`src/rtl/bit_scan_ctrl_if.sv`:
```
// Handshake and result bus between a word producer and the bit scan controller.
interface bit_scan_ctrl_if #(
    parameter int unsigned WIDTH = 8,
    parameter int unsigned CNT_W = 4
);
    logic             start;
    logic [WIDTH-1:0] data_in;
    logic             busy;
    logic             done;
    logic [CNT_W-1:0] match_count;
    logic             ser_out;
    logic             hit;

    // Producer side: issues scan requests and reads back results
    modport master (
        output start, data_in,
        input  busy, done, match_count, ser_out, hit
    );

    // Controller side
    modport slave (
        input  start, data_in,
        output busy, done, match_count, ser_out, hit
    );
endinterface

```
`src/rtl/bit_scan_ctrl.sv`:
```
// Word-level scan controller: shifts a loaded word MSB-first through a
// "1-then-0" Moore detector and reports how many matches were seen.
module bit_scan_ctrl #(
    parameter int unsigned WIDTH = 8,
    parameter int unsigned CNT_W = 4
) (
    input  logic          clk,
    input  logic          rst,
    bit_scan_ctrl_if.slave bus
);
    localparam int unsigned IDX_W = (WIDTH > 1) ? $clog2(WIDTH) : 1;

    typedef enum logic [1:0] {IDLE, SHIFT, FLUSH, DONE} state_t;
    typedef enum logic [1:0] {DET_A, DET_B, DET_C} det_t;

    state_t           state;
    det_t             det;
    det_t             det_nxt;
    logic [WIDTH-1:0] shreg;
    logic [IDX_W-1:0] idx;
    logic [CNT_W-1:0] count;
    logic [CNT_W-1:0] count_inc;
    logic             busy_r;
    logic             done_r;
    logic             ser_r;
    logic             hit_r;

    // Detector transition; any unused encoding recovers to A
    function automatic det_t det_step(input det_t cur, input logic b);
        case (cur)
            DET_A:   return b ? DET_B : DET_A;
            DET_B:   return b ? DET_B : DET_C;
            DET_C:   return b ? DET_B : DET_A;
            default: return DET_A;
        endcase
    endfunction

    // Next detector state for the bit on the shift register MSB
    assign det_nxt = det_step(det, shreg[WIDTH-1]);

    // Saturating increment so the count never wraps
    assign count_inc = (count == {CNT_W{1'b1}}) ? count : count + CNT_W'(1);

    // Controller FSM, detector and registered outputs
    always_ff @(posedge clk) begin
        if (rst) begin
            state  <= IDLE;
            det    <= DET_A;
            shreg  <= '0;
            idx    <= '0;
            count  <= '0;
            busy_r <= 1'b0;
            done_r <= 1'b0;
            ser_r  <= 1'b0;
            hit_r  <= 1'b0;
        end else begin
            done_r <= 1'b0;
            case (state)
                IDLE: begin
                    if (bus.start) begin
                        shreg  <= bus.data_in;
                        idx    <= '0;
                        count  <= '0;
                        det    <= DET_A;
                        hit_r  <= 1'b0;
                        ser_r  <= bus.data_in[WIDTH-1];
                        busy_r <= 1'b1;
                        state  <= SHIFT;
                    end
                end
                SHIFT: begin
                    det   <= det_nxt;
                    hit_r <= (det_nxt == DET_C);
                    shreg <= {shreg[WIDTH-2:0], 1'b0};
                    idx   <= idx + IDX_W'(1);
                    if (hit_r) begin
                        count <= count_inc;
                    end
                    if (idx == IDX_W'(WIDTH - 1)) begin
                        ser_r <= 1'b0;
                        state <= FLUSH;
                    end else begin
                        ser_r <= shreg[WIDTH-2];
                    end
                end
                FLUSH: begin
                    // Count the Moore output left by the final bit, then park the detector
                    if (hit_r) begin
                        count <= count_inc;
                    end
                    det    <= DET_A;
                    hit_r  <= 1'b0;
                    done_r <= 1'b1;
                    state  <= DONE;
                end
                DONE: begin
                    busy_r <= 1'b0;
                    state  <= IDLE;
                end
                default: begin
                    det    <= DET_A;
                    hit_r  <= 1'b0;
                    ser_r  <= 1'b0;
                    busy_r <= 1'b0;
                    state  <= IDLE;
                end
            endcase
        end
    end

    assign bus.busy        = busy_r;
    assign bus.done        = done_r;
    assign bus.match_count = count;
    assign bus.ser_out     = ser_r;
    assign bus.hit         = hit_r;
endmodule

```
`src/flat_wrapper.sv`:
```
// flat-port wrapper written by rule: the top's interface ports become plain ports
module bit_scan_ctrl_flat 
#(
    parameter int unsigned WIDTH = 8,
    parameter int unsigned CNT_W = 4
)
  (clk, rst, bus_start, bus_data_in, bus_busy, bus_done, bus_match_count, bus_ser_out, bus_hit);
  bit_scan_ctrl_if #(.WIDTH(WIDTH), .CNT_W(CNT_W)) bus_i ();
  input  logic clk;
  input  logic rst;
  input wire logic [$bits(bus_i.start)-1:0] bus_start;
  input wire logic [$bits(bus_i.data_in)-1:0] bus_data_in;
  output wire logic [$bits(bus_i.busy)-1:0] bus_busy;
  output wire logic [$bits(bus_i.done)-1:0] bus_done;
  output wire logic [$bits(bus_i.match_count)-1:0] bus_match_count;
  output wire logic [$bits(bus_i.ser_out)-1:0] bus_ser_out;
  output wire logic [$bits(bus_i.hit)-1:0] bus_hit;
  assign bus_i.start = bus_start;
  assign bus_i.data_in = bus_data_in;
  assign bus_busy = bus_i.busy;
  assign bus_done = bus_i.done;
  assign bus_match_count = bus_i.match_count;
  assign bus_ser_out = bus_i.ser_out;
  assign bus_hit = bus_i.hit;
  bit_scan_ctrl #(.WIDTH(WIDTH), .CNT_W(CNT_W)) u_core (.clk(clk), .rst(rst), .bus(bus_i));
endmodule
```
`config.mk`:
```
export PLATFORM = sky130hd
export DESIGN_NAME = bit_scan_ctrl_flat
export DESIGN_NICKNAME = d
export VERILOG_FILES = /design/src/rtl/bit_scan_ctrl_if.sv /design/src/rtl/bit_scan_ctrl.sv /design/src/flat_wrapper.sv
export SDC_FILE = /design/constraint.sdc
export NUM_CORES = 1
export LEC_CHECK = 0
export CAP_MARGIN = 20
export CORE_MARGIN = 2
export CORE_UTILIZATION = 49
export CTS_CLUSTER_DIAMETER = 60
export DETAILED_ROUTE_END_ITERATION = 10
export PLACE_DENSITY = 0.83
export SLEW_MARGIN = 40
export SYNTH_ARGS = -nofsm -noshare
export SYNTH_HDL_FRONTEND = slang
export SYNTH_SLANG_ARGS = --single-unit
```
`constraint.sdc`:
```
create_clock -name clk -period 2.05 [get_ports clk]
set_input_delay 0.3075 -clock clk [delete_from_list [all_inputs] [get_ports clk]]
set_output_delay 0.3075 -clock clk [all_outputs]
set_load 0.02 [all_outputs]
```
==> flow_summary.json, run 1 <==
{
  "first_pass_iters": 4,
  "yosysSeqAreaShare_pct": 39.4,
  "synth-seq-cells": 23,
  "critPathSlowestCell": "dfxtp_1",
  "totalWireLength_um": 2350,
  "syn_to_final_growth_pct": 19.2,
  "antenna_left": 0,
  "grt_pass1_vias": 916,
  "pwr-share-clk_pct": 13.2,
  "syn_avg_cell_area_um2": 9.73,
  "rsz0062_at_grt": "no",
  "p_int_uw": 975,
  "gp_congestion": 0.832,
  "die_area_um2": 2790,
  "ys_types": 33,
  "min_path_type": "register to register",
  "final_common_cell": "dfxtp_1",
  "critPathKind": "register to register",
  "cp.required_ns": 2.27,
  "layout_setup_ws_ns": 0.269,
  "path_cells": "inv_1 -> ha_1 -> mux2_4 -> nor4bb_4 -> mux2_2",
  "synthesis.area_um2": 1170,
  "dp_hpwl_um": 1720,
  "max_stage_delay_ns": 0.43,
  "layout.nets": 159,
  "clkSlewWorstSetupHoldPaths_ns": 0.12,
  "ys_warn_count": 0,
  "finClkSkew_ns": 0.00195,
  "critPathLaunchType": "register",
  "p_comb_share_pct": 47.3,
  "swShare_pct": 38.6,
  "cts_setup_buffers": 0,
  "path_max_fanout": 8,
  "grt-ovfl-total": 0,
  "fin_crit_ns": 1.78,
  "antenna_found_initial": 0,
  "status": "complete, no violations",
  "slew_headroom_pct": 73.6,
  "clock-sinks": 23,
  "ctsResizeCount": 0,
  "std_cell_rows": 17,
  "use_met1_pct": 25.2,
  "core_area_um2": 2230,
  "cts.path.max_buffers": 2,
  "drv_cap": 0,
  "use_met3_pct": 2.57,
  "max_freq_mhz": 562,
  "dr.first_iter.drc_count": 13,
  "layout-drive-gt1-share_pct": 8.63,
  "ios": 19,
  "cts-root-buf": "clkbuf_4",
  "clock_latency_ns": 0.31,
  "vias": 969,
  "cts-buffers-inserted": 3,
  "fin_crit_sh_pct": 86.9,
  "powerDensity_nw_per_um2": 1140,
  "synth_edf_count": 0,
  "port_buffers": 18,
  "grt.met2_usage_pct": 33.8,
  "synthFlopType": "dfxtp_1",
  "die_h_um": 52.8,
  "drc": 0,
  "hold_viol": 0,
  "dieWidth_um": 52.8,
  "async_flop_share_pct": 0,
  "tightest_slew_ns": 0.385,
  "final_cell_mix": "23 x dfxtp_1, 18 x clkdlybuf4s50_1, 10 x nor2_1",
  "ir_drop_mv": 0.720,
  "busiest_layer": "met2",
  "viasPerCell": 5.80,
  "cts_tree": "yes",
  "grt_max_degree": 17,
  "diodes": 0,
  "synth_fp_nets": 139,
  "grt_first_pass_wirelength_um": 4050,
  "setup_viol": 0,
  "cp-end-kind": "register",
  "netlist_instances": 120,
  "post-place-ws_ns": 0.291,
  "seqPwrFrac_pct": 39.5,
  "power.leakage_nw": 0.538,
  "maxSlewViolCount": 0,
  "wl_per_cell_um": 14.1,
  "final.setup.tns_ns": 0,
  "htreeDepth": 1,
  "arrival_ns": 2.00,
  "hold_buffers": 0,
  "grt_usage_pct": 20.0,
  "power.switching_uw": 614,
  "start_util_pct": 52.3
}
## cell families (layout without fill, tap and decap cells)
| group | after synthesis | in the layout | share of synthesized area [%] |
|---|---|---|---|
| adder cells (fa/ha/maj) | 8 | 8 | 8.57 |
| buffers and inverters | 11 | 30 | 5.04 |
| AO/OA/AOI/OAI | 31 | 31 | 18.4 |
| flip-flops | 23 | 23 | 39.4 |
| multiplexers | 11 | 11 | 10.4 |
| AND/OR/NAND/NOR | 36 | 36 | 18.1 |
## layout make-up
class	instances	area [µm²]
sequential	23	460
inverter	5	18.8
timing repair buffer	21	203
clock buffer	4	26.3
multi-input combinational	86	648
tap	28	35.0
fill	208	842
## metal layers
layer	vias to the layer above	share of wire, %
met5	-	0
met4	0	1.3
met3	4	4.5
met2	23	50
met1	463	45
li1	479	-
## worst max-delay path: cells and delay by family, from the launching register on
family | cells | cell delay (ns)
adder cells (fa/ha/maj) | 1 | 0.40
multiplexers | 2 | 0.60
buffers and inverters | 1 | 0.09
AND/OR/NAND/NOR | 1 | 0.16
flip-flops | 1 | 0.43
## per-stage QoR
stage               hold WS, ns  cells  cell area, µm²  utilization [%]  power (mW)
finish                    0.472    167            1390             62.3        1.59
global route              0.500    167            1390             62.3        1.71
CTS                       0.477    167            1390             62.3        1.60
detailed placement        0.459    163            1370             61.1        1.38
global placement          0.447    163            1370             61.1        1.35
floorplan                 0.379    120            1170                -        1.25
## Yosys cell counts (all sizes together) (2+ instances only)
library cell	n	area share [%]
ha	8	8.6
nand2b	4	2.1
a211oi	8	5.1
nor2b	3	1.6
mux2	3	3.5
buf	3	2.4
nand2	5	1.6
nor2	10	3.2
dfxtp	23	39
a32oi	2	1.5
a21oi	9	3.9
nor4bb	2	3.0
inv	5	1.6
nand3	4	1.7
clkbuf	3	1.1
nand3b	3	1.9
mux2i	8	6.9
o21ai	5	2.1
a311oi	2	2.0
nor3	2	0.86
## flip-flops by register name, indices dropped and copies added, names as in the netlist
name,flops
u_core.shreg,8
u_core.bus.match_count,4
u_core.idx,3
u_core.det,2
u_core.state,2
u_core.bus.busy,1
u_core.bus.done,1
u_core.bus.hit,1
u_core.bus.ser_out,1
## worst paths after layout
kind | end | slack [ns] | start | cells past startpoint
setup reg to reg | u_core.bus.match_count[0] | 0.27 | u_core.state[0] | 5
hold reg to reg | u_core.shreg[0] | 0.47 | u_core.shreg[0] | 2
hold / removal | u_core.shreg[0] | 0.47 | u_core.shreg[0] | 2
setup / recovery | u_core.bus.match_count[0] | 0.27 | u_core.state[0] | 5
## power by group through the flow
| stage | registers [mW] | clock network, mW | logic (mW) |
|---|---|---|---|
| after global routing | 0.645 | 0.236 | 0.833 |
| after CTS | 0.628 | 0.221 | 0.750 |
| final | 0.628 | 0.210 | 0.752 |
| after global placement | 0.628 | 0 | 0.726 |
| after floorplan | 0.644 | 0 | 0.605 |
| after detailed placement | 0.639 | 0 | 0.744 |
Power figures use the tool's default switching activity.
==> inputs of run 2 (changes only) <==
==> constraint.sdc (replaced) <==
create_clock -name clk -period 2.2 [get_ports clk]
set_input_delay 0.33 -clock clk [delete_from_list [all_inputs] [get_ports clk]]
set_output_delay 0.33 -clock clk [all_outputs]
set_load 0.02 [all_outputs]
==> flow_summary.json, run 2 (synthesized netlist as in run 1, its figures left out) <==
{
  "status": "complete, no violations",
  "wl_per_cell_um": 13.6,
  "die_h_um": 52.8,
  "cp.required_ns": 2.41,
  "cts.path.max_buffers": 2,
  "layout.nets": 159,
  "dr.first_iter.drc_count": 11,
  "final.setup.tns_ns": 0,
  "antenna_found_initial": 0,
  "first_pass_iters": 4,
  "ir_drop_mv": 0.564,
  "setup_viol": 0,
  "totalWireLength_um": 2280,
  "dieWidth_um": 52.8,
  "cts_tree": "yes",
  "layout_setup_ws_ns": 0.439,
  "diodes": 0,
  "final_common_cell": "dfxtp_1",
  "max_stage_delay_ns": 0.42,
  "cts_setup_buffers": 0,
  "post-place-ws_ns": 0.458,
  "grt_max_degree": 17,
  "htreeDepth": 1,
  "min_path_type": "register to register",
  "clkSlewWorstSetupHoldPaths_ns": 0.12,
  "powerDensity_nw_per_um2": 1060,
  "slew_headroom_pct": 72.5,
  "arrival_ns": 1.97,
  "cp-end-kind": "register",
  "grt_first_pass_wirelength_um": 3770,
  "ios": 19,
  "grt_usage_pct": 18.7,
  "largest-register": "u_core.shreg",
  "vias": 964,
  "grt-ovfl-total": 0,
  "power.leakage_nw": 0.541,
  "critPathSlowestCell": "dfxtp_1",
  "largest_reg_flops": 8,
  "final_cell_mix": "23 x dfxtp_1, 18 x clkdlybuf4s50_1, 10 x nor2_1",
  "total_power_mw": 1.47,
  "drc": 0,
  "critPathLaunchType": "register",
  "fin_crit_sh_pct": 80.1,
  "syn_to_final_growth_pct": 19.3,
  "cts-buffers-inserted": 3,
  "clock-sinks": 23,
  "ctsResizeCount": 0,
  "grt_pass1_vias": 892,
  "std_cell_rows": 17,
  "path_cells": "inv_1 -> ha_1 -> mux2_4 -> nor4bb_4 -> mux2_2",
  "final_util_pct": 62.4,
  "hold_buffers": 0,
  "maxSlewViolCount": 0,
  "cp_top_family": "multiplexers",
  "clock_latency_ns": 0.30,
  "design_area_um2": 1390,
  "layout-drive-gt1-share_pct": 9.35,
  "critPathKind": "register to register",
  "hold_viol": 0,
  "crit_buf_inv": 1,
  "antenna_left": 0,
  "viasPerCell": 5.77,
  "fin_crit_ns": 1.76,
  "finClkSkew_ns": 0.00439,
  "drv_cap": 0,
  "tightest_slew_ns": 0.401,
  "fillerInstances": 201,
  "rsz0062_at_grt": "no",
  "gp_congestion": 0.847,
  "place_area_um2": 1370,
  "port_buffers": 18,
  "start_util_pct": 52.3,
  "max_freq_mhz": 568,
  "path_max_fanout": 8,
  "die_area_um2": 2790,
  "cts-root-buf": "clkbuf_4",
  "dp_hpwl_um": 1790,
  "core_area_um2": 2230
}
==> run 2: metal layers <==
layer	wire, µm	GRT usage, %
met5	0	0
met4	14	5.13
met3	100	6.29
met2	1170	31.5
met1	992	22.4
==> run 2: path summary, 6_finish.rpt <==
check / endpoint / slack [ns] / cells past startpoint / from
max: u_core.bus.match_count[0] / 0.44 / 5 / u_core.state[0]
min: u_core.shreg[0] / 0.48 / 2 / u_core.shreg[0]
max reg2reg: u_core.bus.match_count[0] / 0.44 / 5 / u_core.state[0]
min reg2reg: u_core.shreg[0] / 0.48 / 2 / u_core.shreg[0]
==> run 2: worst register-to-register path: stages, from the launching register on <==
cell and delay (ns):
dfxtp_1 0.42, inv_1 0.10, ha_1 0.40, mux2_4 0.34, nor4bb_4 0.16, mux2_2 0.25
==> run 2: per-stage QoR <==
| step | hold slack, ns | std cells |
|---|---|---|
| finish | 0.477 | 167 |
| global route | 0.494 | 167 |
| CTS | 0.473 | 167 |
| detailed placement | 0.455 | 163 |
| global placement | 0.447 | 163 |
| floorplan | 0.402 | 120 |
==> run 2: cell type report <==
type                    instances  area (µm²)  area share (%)
well taps                      28        35.0            2.52
multi-input cells              86         648            46.5
clock buffers                   3        22.5            1.62
flip-flops and latches         23         460            33.1
repair buffers                 21         203            14.6
clock inverters                 1        5.00           0.359
inverters                       5        18.8            1.35
==> run 2: where the power goes <==
part           internal (mW)  switching (mW)
combinational          0.320           0.385
clock                 0.0678           0.121
sequential             0.519          0.0625
==> inputs of run 3 (changes only) <==
--- a/config.mk
+++ b/config.mk
@@ -7,10 +7,10 @@
 export LEC_CHECK = 0
 export CAP_MARGIN = 20
 export CORE_MARGIN = 2
-export CORE_UTILIZATION = 49
+export CORE_UTILIZATION = 46
 export CTS_CLUSTER_DIAMETER = 60
 export DETAILED_ROUTE_END_ITERATION = 10
-export PLACE_DENSITY = 0.83
+export PLACE_DENSITY = 0.82
 export SLEW_MARGIN = 40
 export SYNTH_ARGS = -nofsm -noshare
 export SYNTH_HDL_FRONTEND = slang
==> constraint.sdc (replaced) <==
create_clock -name clk -period 1.45 [get_ports clk]
set_input_delay 0.2175 -clock clk [delete_from_list [all_inputs] [get_ports clk]]
set_output_delay 0.2175 -clock clk [all_outputs]
set_load 0.02 [all_outputs]
==> flow_summary.json, run 3 (synthesized netlist as in run 1, its figures left out) <==
{
  "status": "complete, no violations",
  "clock_latency_ns": 0.31,
  "clkSlewWorstSetupHoldPaths_ns": 0.12,
  "hold_viol": 0,
  "fin_hold_ws_ns": 0.469,
  "hold_buffers": 0,
  "syn_to_final_growth_pct": 32.7,
  "fin_crit_ns": 1.45,
  "largest-register": "u_core.shreg",
  "grt_max_degree": 17,
  "cp_top_family": "multiplexers",
  "vias": 1015,
  "arrival_ns": 1.66,
  "antenna_found_initial": 0,
  "power.leakage_nw": 0.647,
  "gp_congestion": 0.851,
  "cts-root-buf": "clkbuf_4",
  "finClkSkew_ns": 0.0113,
  "largest_reg_flops": 8,
  "die_h_um": 54.4,
  "ios": 19,
  "port_buffers": 18,
  "dieWidth_um": 54.4,
  "clock-sinks": 23,
  "final_common_cell": "dfxtp_1",
  "grt_first_pass_wirelength_um": 3700,
  "fin_crit_sh_pct": 99.7,
  "cts-buffers-inserted": 3,
  "core_area_um2": 2430,
  "drc": 0,
  "path_max_fanout": 5,
  "die_area_um2": 2960,
  "path_cells": "inv_4 -> ha_4 -> mux2_4 -> nor4bb_4 -> mux2_4",
  "grt_usage_pct": 17.1,
  "cp-end-kind": "register",
  "max_stage_delay_ns": 0.37,
  "critPathLaunchType": "register",
  "min_path_type": "register to register",
  "htreeDepth": 1,
  "wl_per_cell_um": 14.2,
  "crit_buf_inv": 1,
  "cts_tree": "yes",
  "maxSlewViolCount": 0,
  "totalWireLength_um": 2580,
  "std_cell_rows": 18,
  "rsz0062_at_grt": "yes",
  "layout.nets": 172,
  "powerDensity_nw_per_um2": 1700,
  "cp.required_ns": 1.67,
  "start_util_pct": 48.0,
  "critPathSlowestCell": "dfxtp_2",
  "dp_hpwl_um": 1850,
  "grt-ovfl-total": 0,
  "layout-drive-gt1-share_pct": 24.3,
  "cpMostUsedCell": "mux2_4",
  "critPathKind": "register to register",
  "slew_headroom_pct": 83.5,
  "total_power_mw": 2.63,
  "dr.first_iter.drc_count": 7,
  "tightest_slew_ns": 0.247,
  "max_freq_mhz": 692,
  "ir_drop_mv": 1.18,
  "cts.path.max_buffers": 2,
  "final.setup.tns_ns": 0,
  "diodes": 0,
  "final_util_pct": 63.7,
  "antenna_left": 0,
  "grt_pass1_vias": 898,
  "viasPerCell": 5.58,
  "final_cell_mix": "21 x dfxtp_1, 15 x buf_4, 10 x nor2_1, 10 x clkdlybuf4s50_1",
  "drv_cap": 0,
  "setup_viol": 0,
  "first_pass_iters": 4
}
## run 3: per-stage QoR
| stage | area (µm²) | instances | setup WS (ns) |
|---|---|---|---|
| floorplan | 1180 | 120 | -0.0447 |
| global placement | 1470 | 176 | -0.105 |
| detailed placement | 1470 | 176 | -0.150 |
| CTS | 1480 | 180 | 0.00321 |
| global route | 1550 | 182 | -0.0222 |
| finish | 1550 | 182 | 0.00414 |
## run 3: layout make-up
class                      instances  area, µm²
clock buffer                       4       26.3
multi-input combinational         87        718
timing repair buffer              33        283
sequential                        23        463
fill                             189        883
inverter                           5       21.3
tap                               30       37.5
## run 3: what timing repair did
item / in CTS / in global routing
setup buffers: 0 / 1
cloned: 0 / 1
setup endpoints to repair: 8 / 14
gates resized for setup: 8 / 12
pin swaps: 0 / 1
## run 3: power breakdown
| group | internal (mW) | total [mW] | switching (mW) | leakage (nW) |
|---|---|---|---|---|
| clock | 0.107 | 0.290 | 0.182 | 0.0150 |
| combinational | 0.729 | 1.45 | 0.722 | 0.443 |
| sequential | 0.792 | 0.886 | 0.0940 | 0.189 |
## run 3: path summary, 6_finish.rpt
kind	start	to	slack, ns	cells past startpoint
setup / recovery	u_core.state[1]	u_core.bus.match_count[0]	0.004	5
setup reg to reg	u_core.state[1]	u_core.bus.match_count[0]	0.004	5
hold reg to reg	u_core.shreg[0]	u_core.shreg[0]	0.47	2
hold / removal	u_core.shreg[0]	u_core.shreg[0]	0.47	2
## run 3: layer usage
metal	track usage [%]	part of all wire, %
met1	20.2	45
met2	30.9	52
met3	2.46	1.5
met4	6.67	1.7
met5	0	0
## run 3: worst min-delay path: stages, from the launching register on
cell	delay, ns
dfxtp_1	0.33
nand2_1	0.05
a21oi_1	0.05
